[config.mk]
export PLATFORM = sky130hd
export DESIGN_NAME = uart_rx_deglitch
export DESIGN_NICKNAME = d
export VERILOG_FILES = /design/src/rtl/uart_rx_deglitch.sv
export SDC_FILE = /design/constraint.sdc
export NUM_CORES = 1
export LEC_CHECK = 0
export ABC_AREA = 1
export ABC_CLOCK_PERIOD_IN_PS = 1200
export CAP_MARGIN = 20
export CORE_MARGIN = 3
export CORE_UTILIZATION = 35
export DETAILED_ROUTE_END_ITERATION = 6
export DONT_BUFFER_PORTS = 1
export SLEW_MARGIN = 30
export SYNTH_ARGS = -nofsm -noshare
export SYNTH_HDL_FRONTEND = slang
export SYNTH_SLANG_ARGS = --single-unit
[constraint.sdc]
create_clock -name clk -period 1.2 [get_ports clk]
set_input_delay 0.12 -clock clk [delete_from_list [all_inputs] [get_ports clk]]
set_output_delay 0.12 -clock clk [all_outputs]
set_load 0.02 [all_outputs]
[src/rtl/uart_rx_deglitch.sv]
// ---------------------------------------------------------------------------
// uart_rx_deglitch
//
// Conditions a raw asynchronous serial line before it reaches a UART
// receiver. The line is passed through a two-flop synchroniser and then a
// run-length debouncer. A level change reaches sig_out only after the
// synchronised line has disagreed with sig_out for STABLE consecutive
// clocks. A shorter excursion is dropped, and each dropped excursion is
// reported as a glitch. In bypass mode (en=0) the synchronised line is
// passed straight through.
//
// Parameters
//   STABLE       consecutive differing samples needed to flip sig_out (>=2)
//   CNT_W        width of the saturating glitch counter
//
// Ports
//   clk          single clock, rising edge
//   rst          asynchronous active-high reset
//   en           1 = filter active, 0 = bypass
//   clr          synchronous clear of glitch_cnt (wins over an increment)
//   sig_in       raw line from the channel, idle high, asynchronous
//   sig_out      conditioned line towards the UART rx_channel_in
//   glitch_pulse one-cycle strobe per suppressed glitch
//   glitch_cnt   saturating count of suppressed glitches
// ---------------------------------------------------------------------------
module uart_rx_deglitch #(
    parameter int STABLE = 3,
    parameter int CNT_W  = 8
) (
    input  logic             clk,
    input  logic             rst,
    input  logic             en,
    input  logic             clr,
    input  logic             sig_in,
    output logic             sig_out,
    output logic             glitch_pulse,
    output logic [CNT_W-1:0] glitch_cnt
);

    localparam int RUN_W = (STABLE > 1) ? $clog2(STABLE) : 1;
    localparam logic [RUN_W-1:0] RUN_LAST = RUN_W'(STABLE - 1);
    localparam logic [RUN_W-1:0] RUN_ZERO = {RUN_W{1'b0}};
    localparam logic [CNT_W-1:0] CNT_MAX  = {CNT_W{1'b1}};

    logic             s1_r;
    logic             s2_r;
    logic [RUN_W-1:0] run_r;
    logic             sig_out_r;
    logic             glitch_pulse_r;
    logic [CNT_W-1:0] glitch_cnt_r;

    logic [RUN_W-1:0] run_s;
    logic             sig_out_s;
    logic             glitch_s;
    logic [CNT_W-1:0] glitch_cnt_s;

    // Next-state of the debouncer: run length, filtered level, glitch detect.
    always_comb begin
        run_s     = run_r;
        sig_out_s = sig_out_r;
        glitch_s  = 1'b0;
        if (!en) begin
            // Bypass drops any partial run silently; it is not a glitch.
            sig_out_s = s2_r;
            run_s     = RUN_ZERO;
        end else if (s2_r != sig_out_r) begin
            if (run_r == RUN_LAST) begin
                sig_out_s = s2_r;
                run_s     = RUN_ZERO;
            end else begin
                run_s = run_r + RUN_W'(1);
            end
        end else if (run_r != RUN_ZERO) begin
            // Line returned to the output level before the run completed.
            run_s    = RUN_ZERO;
            glitch_s = 1'b1;
        end else begin
            run_s = RUN_ZERO;
        end
    end

    // Next value of the saturating glitch counter; clear beats increment.
    always_comb begin
        glitch_cnt_s = glitch_cnt_r;
        if (clr) begin
            glitch_cnt_s = {CNT_W{1'b0}};
        end else if (glitch_s && (glitch_cnt_r != CNT_MAX)) begin
            glitch_cnt_s = glitch_cnt_r + CNT_W'(1);
        end else begin
            glitch_cnt_s = glitch_cnt_r;
        end
    end

    // State registers; reset puts everything into the idle-high condition.
    always_ff @(posedge clk or posedge rst) begin
        if (rst) begin
            s1_r           <= 1'b1;
            s2_r           <= 1'b1;
            run_r          <= RUN_ZERO;
            sig_out_r      <= 1'b1;
            glitch_pulse_r <= 1'b0;
            glitch_cnt_r   <= {CNT_W{1'b0}};
        end else begin
            s1_r           <= sig_in;
            s2_r           <= s1_r;
            run_r          <= run_s;
            sig_out_r      <= sig_out_s;
            glitch_pulse_r <= glitch_s;
            glitch_cnt_r   <= glitch_cnt_s;
        end
    end

    assign sig_out      = sig_out_r;
    assign glitch_pulse = glitch_pulse_r;
    assign glitch_cnt   = glitch_cnt_r;

endmodule

# Word level (Yosys, flattened, before mapping)
# Index checks and enable logic that the tools add are counted.
[op_classes]
mux = 11
eq_ne = 5
n_reduce_logical = 4
n_addsub = 2
[op_table]
columns = ["op", "n"]
rows = [
  ["8-bit two-way mux", 2],
  ["8-bit by 1-bit adder with 8-bit output (second input constant)", 1],
  ["8-bit inequality test (second input constant)", 1],
  ["1-bit two-way mux", 6],
  ["2-bit two-way mux", 3],
  ["2-bit by 1-bit inequality test with 1-bit output (second input constant)", 2],
  ["2-bit nonzero test", 2],
  ["2-bit by 1-bit adder with 2-bit output (second input constant)", 1],
  ["2-bit equality test (second input constant)", 1],
  ["2-bit AND reduction", 1],
  ["1-bit logical AND", 1],
  ["1-bit inequality test", 1],
]
[totals]
output_inout_bits = 10
elab_cells = 28
ff_bits = 14

# Longest topological paths before layout
[depth]
word_depth = 7
mapped_depth = 8

# Worst setup path before layout
# OpenSTA, ideal clock, no wires.
[synth_path]
kind = "register to register"
from = "register glitch_cnt_r[0] (netlist: glitch_cnt[0])"
to = "register glitch_cnt_r[6] (netlist: glitch_cnt[6])"
path_buffers = 0
required_ps = 1134
stages_incl_launch_ff = 9
path_slack_ps = -162
period_less_slack_ps = 1362
arrival_time_ps = 1296
setup_time_ps = 66
path_cell_list = "dfrtp_1 ha_1 nand2_2 inv_1 nand2_1 nor2_1 nor2_1 nand3_1 nand2_1"
[synth_between]
elab_chain_len = 3
[synth_lines]
columns = ["element", "line_no", "source"]
rows = [
  ["start, declared", "50", "logic [CNT_W-1:0] glitch_cnt_r;"],
  ["start signal, assigned", "102", "glitch_cnt_r <= {CNT_W{1'b0}};"],
  ["start signal, assigned", "109", "glitch_cnt_r <= glitch_cnt_s;"],
  ["8-bit by 1-bit adder with 8-bit output / 8-bit inequality test (equally long branches)", "88, 87", ""],
  ["8-bit two-way mux / 1-bit logical AND (equally long branches)", "87", "end else if (glitch_s && (glitch_cnt_r != CNT_MAX)) begin"],
  ["8-bit two-way mux / 2-bit nonzero test (equally long branches)", "n/a", ""],
]
# Several ways; a longest one is shown, not always the timed one. The select of a mux whose other input is x is not followed.
# A chain may end at the register's enable or synchronous reset.

# Worst setup path in the final report
[layout_path]
from = "register sig_out_r (netlist: sig_out)"
to = "register glitch_cnt_r[6] (netlist: glitch_cnt[6])"
[layout_between]
elab_chain_len = 5
[layout_lines]
columns = ["element", "line_no", "source"]
rows = [
  ["start, declared", "48", "logic sig_out_r;"],
  ["start signal, assigned", "107", "sig_out_r <= sig_out_s;"],
  ["1-bit inequality test", "66", "end else if (s2_r != sig_out_r) begin"],
  ["1-bit two-way mux", "66", ""],
  ["1-bit two-way mux", "62", "if (!en) begin"],
  ["net glitch_s", "54", "logic glitch_s;"],
  ["1-bit logical AND", "87", ""],
  ["2-bit nonzero test (no line)", "n/a", ""],
]
# The timed path passes the listed nets, and every way through them passes these cells.

==> flow_summary_export.csv <==
group,metric,value,unit
outcome,outcome,"complete, but fails checks",
outcome,violations,"negative setup slack",
logic_synthesis,synth_cell_type_count,23,
logic_synthesis,syn_area,774,µm²
route,drt-initial-drc-count,3,
timing,tightest_slew,0.536,ns
placed_design,place.port_buffers,0,
logic_synthesis,ys_seq_area_frac,0.457,
timing,slew_headroom,0.642,
logic_synthesis,synth_area_leaders,"dfrtp_1, dfstp_2, nand2_1",
floorplan,fp.dieW,53.0,µm
clocking,cts-root-buf,"clkbuf_4",
clocking,cts_buffer_depth,2,
global_routing,grt_max_degree,15,
finish,antenna_cells,0,
clocking,htreeDepth,1,
floorplan,rows,16,
clocking,cts_tree,"done",
setup_path,cp.required,1.38,ns
logic_synthesis,ys_seq_elements,14,
setup_path,critPathMaxFanout,8,
route,ant_nets,0,
timing,final_hold_viol_count,0,
timing,finClkSkew,0.00260,ns
route,vias,694,
timing,setup_violations,8,
placed_design,place_congestion,0.811,
pwr,power_density,883,nW/µm²
logic_synthesis,synth_top_area_cell,"dfrtp_1",
setup_path,worstPathCellList,"inv_2 > nand2_2 > nand2_2 > nor2_4 > nand2_4 > nand3_1 > nand2_1",
floorplan,die-area,2810,µm²
global_routing,antenna_found_initial,0,
timing,period_share,1.02,
clocking,cts.sinks,14,
pwr,irDropWorstVdd,908,µV
clocking,clk_latency,0.28,ns
logic_synthesis,async_reset_ff_frac,1.00,
worst_hold_path,hold_path.class,"in -> reg",
setup_path,crit_top_cell,"nand2_2",
logic_synthesis,synthTopCellsByCount,"nand2_1, nand3_1, inv_1",
logic_synthesis,yosysWarnings,0,
logic_synthesis,syn_nets,103,
global_routing,grt_usage,0.147,
floorplan,core-area,2020,µm²
logic_synthesis,synth-edff-count,0,
setup_path,cpMaxStageDelayCell,"dfstp_2",
placed_design,dp_slack,-0.0894,ns
setup_path,endpoint_kind,"flip-flop",
clocking,numCtsBuffers,3,
logic_synthesis,yosysMostFrequentCell,"nand2_1",
pwr,leakagePower,0.525,nW
setup_path,crit_type,"reg -> reg",
pwr,power,964,µW
finish,nets,129,
setup_path,cp.arrival,1.41,ns
timing,fin_ws,-0.0299,ns
route,detail_route.vias_per_cell,4.66,
logic_synthesis,syn_area_per_cell,7.98,µm²
clocking,path_clk_slew,0.08,ns
route,wl_per_cell,11.6,µm
floorplan,num_io_pins,15,
global_routing,grt_pass1_vias,716,
floorplan,start_util,0.383,
logic_synthesis,synth-main-ff-cell,"dfrtp_1",
logic_synthesis,synth_top_area_share,0.355,
finish,fin_util,0.540,
global_routing,grt_pass1_wl,3.01,mm
timing,fmax,813,MHz
timing,report.final.slew_viol_count,0,
finish,final_layout_size_suffix_gt1_frac,0.451,
timing,rsz0062_at_grt,"yes",
global_routing,grt_overflow,0,
placed_design,hpwl,1.30,mm
timing,finalCriticalPeriod,1.23,ns
finish,n_fill_cell,206,
flow_run,maxCapViolCount,0,
route,drt-total-wl,1.73,mm
setup_path,critPathMaxStageDelay,0.55,ns
setup_path,start_kind,"flip-flop",
logic_synthesis,syn_inst,97,
finish,synthToLayoutAreaGrowth,40.9,%
route,first_pass_iters,4,
route,drc,0,
floorplan,die_y,53.0,µm
[registers in the layout (all words and copies together), names as in the netlist]
signal        count
glitch_cnt        8
glitch_pulse      1
run_r             2
s1_r              1
s2_r              1
sig_out           1
[layout make-up]
| cell class | count | area [µm²] | share of cell area |
|---|---|---|---|
| Clock buffer | 4 | 36.3 | 0.0333 |
| Tap cell | 27 | 33.8 | 0.0310 |
| Multi-Input combinational cell | 67 | 432 | 0.396 |
| Timing Repair Buffer | 22 | 176 | 0.162 |
| Inverter | 15 | 56.3 | 0.0516 |
| Sequential cell | 14 | 357 | 0.327 |
[cell families (layout without fill, tap and decap cells)]
kind of cell / count (synthesis) / after routing / synth area share
compound gates: 12 / 12 / 0.0856
xor+xnor: 1 / 1 / 0.0113
fa+ha+maj: 1 / 1 / 0.0162
buf+inv: 16 / 41 / 0.0791
flops: 14 / 14 / 0.457
simple gates: 53 / 53 / 0.351
[layout by cell type, fill, tap and decap left out]
| cell type | instances |
|---|---|
| inv_2 | 4 |
| dfstp_2 | 3 |
| buf_4 | 18 |
| nand3_1 | 8 |
| xor2_1 | 1 |
| dfrtp_1 | 9 |
| dlygate4sd3_1 | 3 |
| nand2_1 | 17 |
| nor2_1 | 5 |
| nand4_1 | 1 |
| dfrtp_2 | 2 |
| nor2_4 | 3 |
| nor3_1 | 1 |
| ha_4 | 1 |
| o21ai_1 | 5 |
| clkbuf_4 | 3 |
| clkinv_1 | 1 |
| nand3_4 | 1 |
| nand2_2 | 6 |
| inv_1 | 10 |
| a21oi_1 | 1 |
| o21ai_0 | 4 |
| clkbuf_8 | 1 |
| buf_6 | 1 |
| nor2_2 | 1 |
| nand3_2 | 8 |
| a21o_2 | 1 |
| o21a_1 | 1 |
| nand2_4 | 2 |
[critical path, delay by kind of cell, from the launching register on]
kind	cells	cell delay [ns]
flops	1	0.55
simple gates	6	0.54
buf+inv	1	0.04
[worst paths after layout]
path                                startpoint                   endpoint  slack [ns]  cells past startpoint
max                        sig_out$_DFFE_PP1P_  glitch_cnt[6]$_DFFE_PP0P_       -0.03                      7
min                                        clr  glitch_cnt[6]$_DFFE_PP0P_        0.02                      3
max reg2reg                sig_out$_DFFE_PP1P_  glitch_cnt[6]$_DFFE_PP0P_       -0.03                      7
min reg2reg                     s1_r$_DFF_PP1_             s2_r$_DFF_PP1_        0.36                      0
max in group asynchronous                  rst  glitch_cnt[0]$_DFFE_PP0P_        0.50                      2
min in group asynchronous                  rst  glitch_cnt[2]$_DFFE_PP0P_        0.32                      2
[per-stage QoR]
step | cell area [µm²] | hold WS, ns | instances | TNS (ns)
after global placement | 961 | 0.0784 | 139 | -0.274
after CTS | 1080 | 0.0197 | 149 | -0.211
after global routing | 1090 | 0.0169 | 149 | -0.797
final | 1090 | 0.0157 | 149 | -0.214
after floorplan | 812 | 0.00694 | 97 | -0.282
after detailed placement | 961 | 0.0922 | 139 | -0.498
[routing by layer]
metal,track usage,vias to the layer above,part of all wire
met5,0,-,0
met4,0.0128,0,0.0040
met3,0.0620,2,0.051
met2,0.252,15,0.50
met1,0.176,316,0.44
li1,-,361,-
[what timing repair did]
item	in CTS	in global routing
pin swaps	1	1
buffers inserted	3	0
hold buffers	3	0
hold endpoints to repair	14	0
resized for setup	9	4
setup endpoints to repair	8	9
[power breakdown]
| group | leakage [nW] | internal [mW] | total (mW) | switching [mW] |
|---|---|---|---|---|
| registers | 0.181 | 0.491 | 0.505 | 0.0138 |
| logic | 0.323 | 0.0493 | 0.121 | 0.0718 |
| clock network | 0.0210 | 0.185 | 0.337 | 0.153 |
| total | 0.525 | 0.725 | 0.964 | 0.238 |
Power figures use the tool's default switching activity.
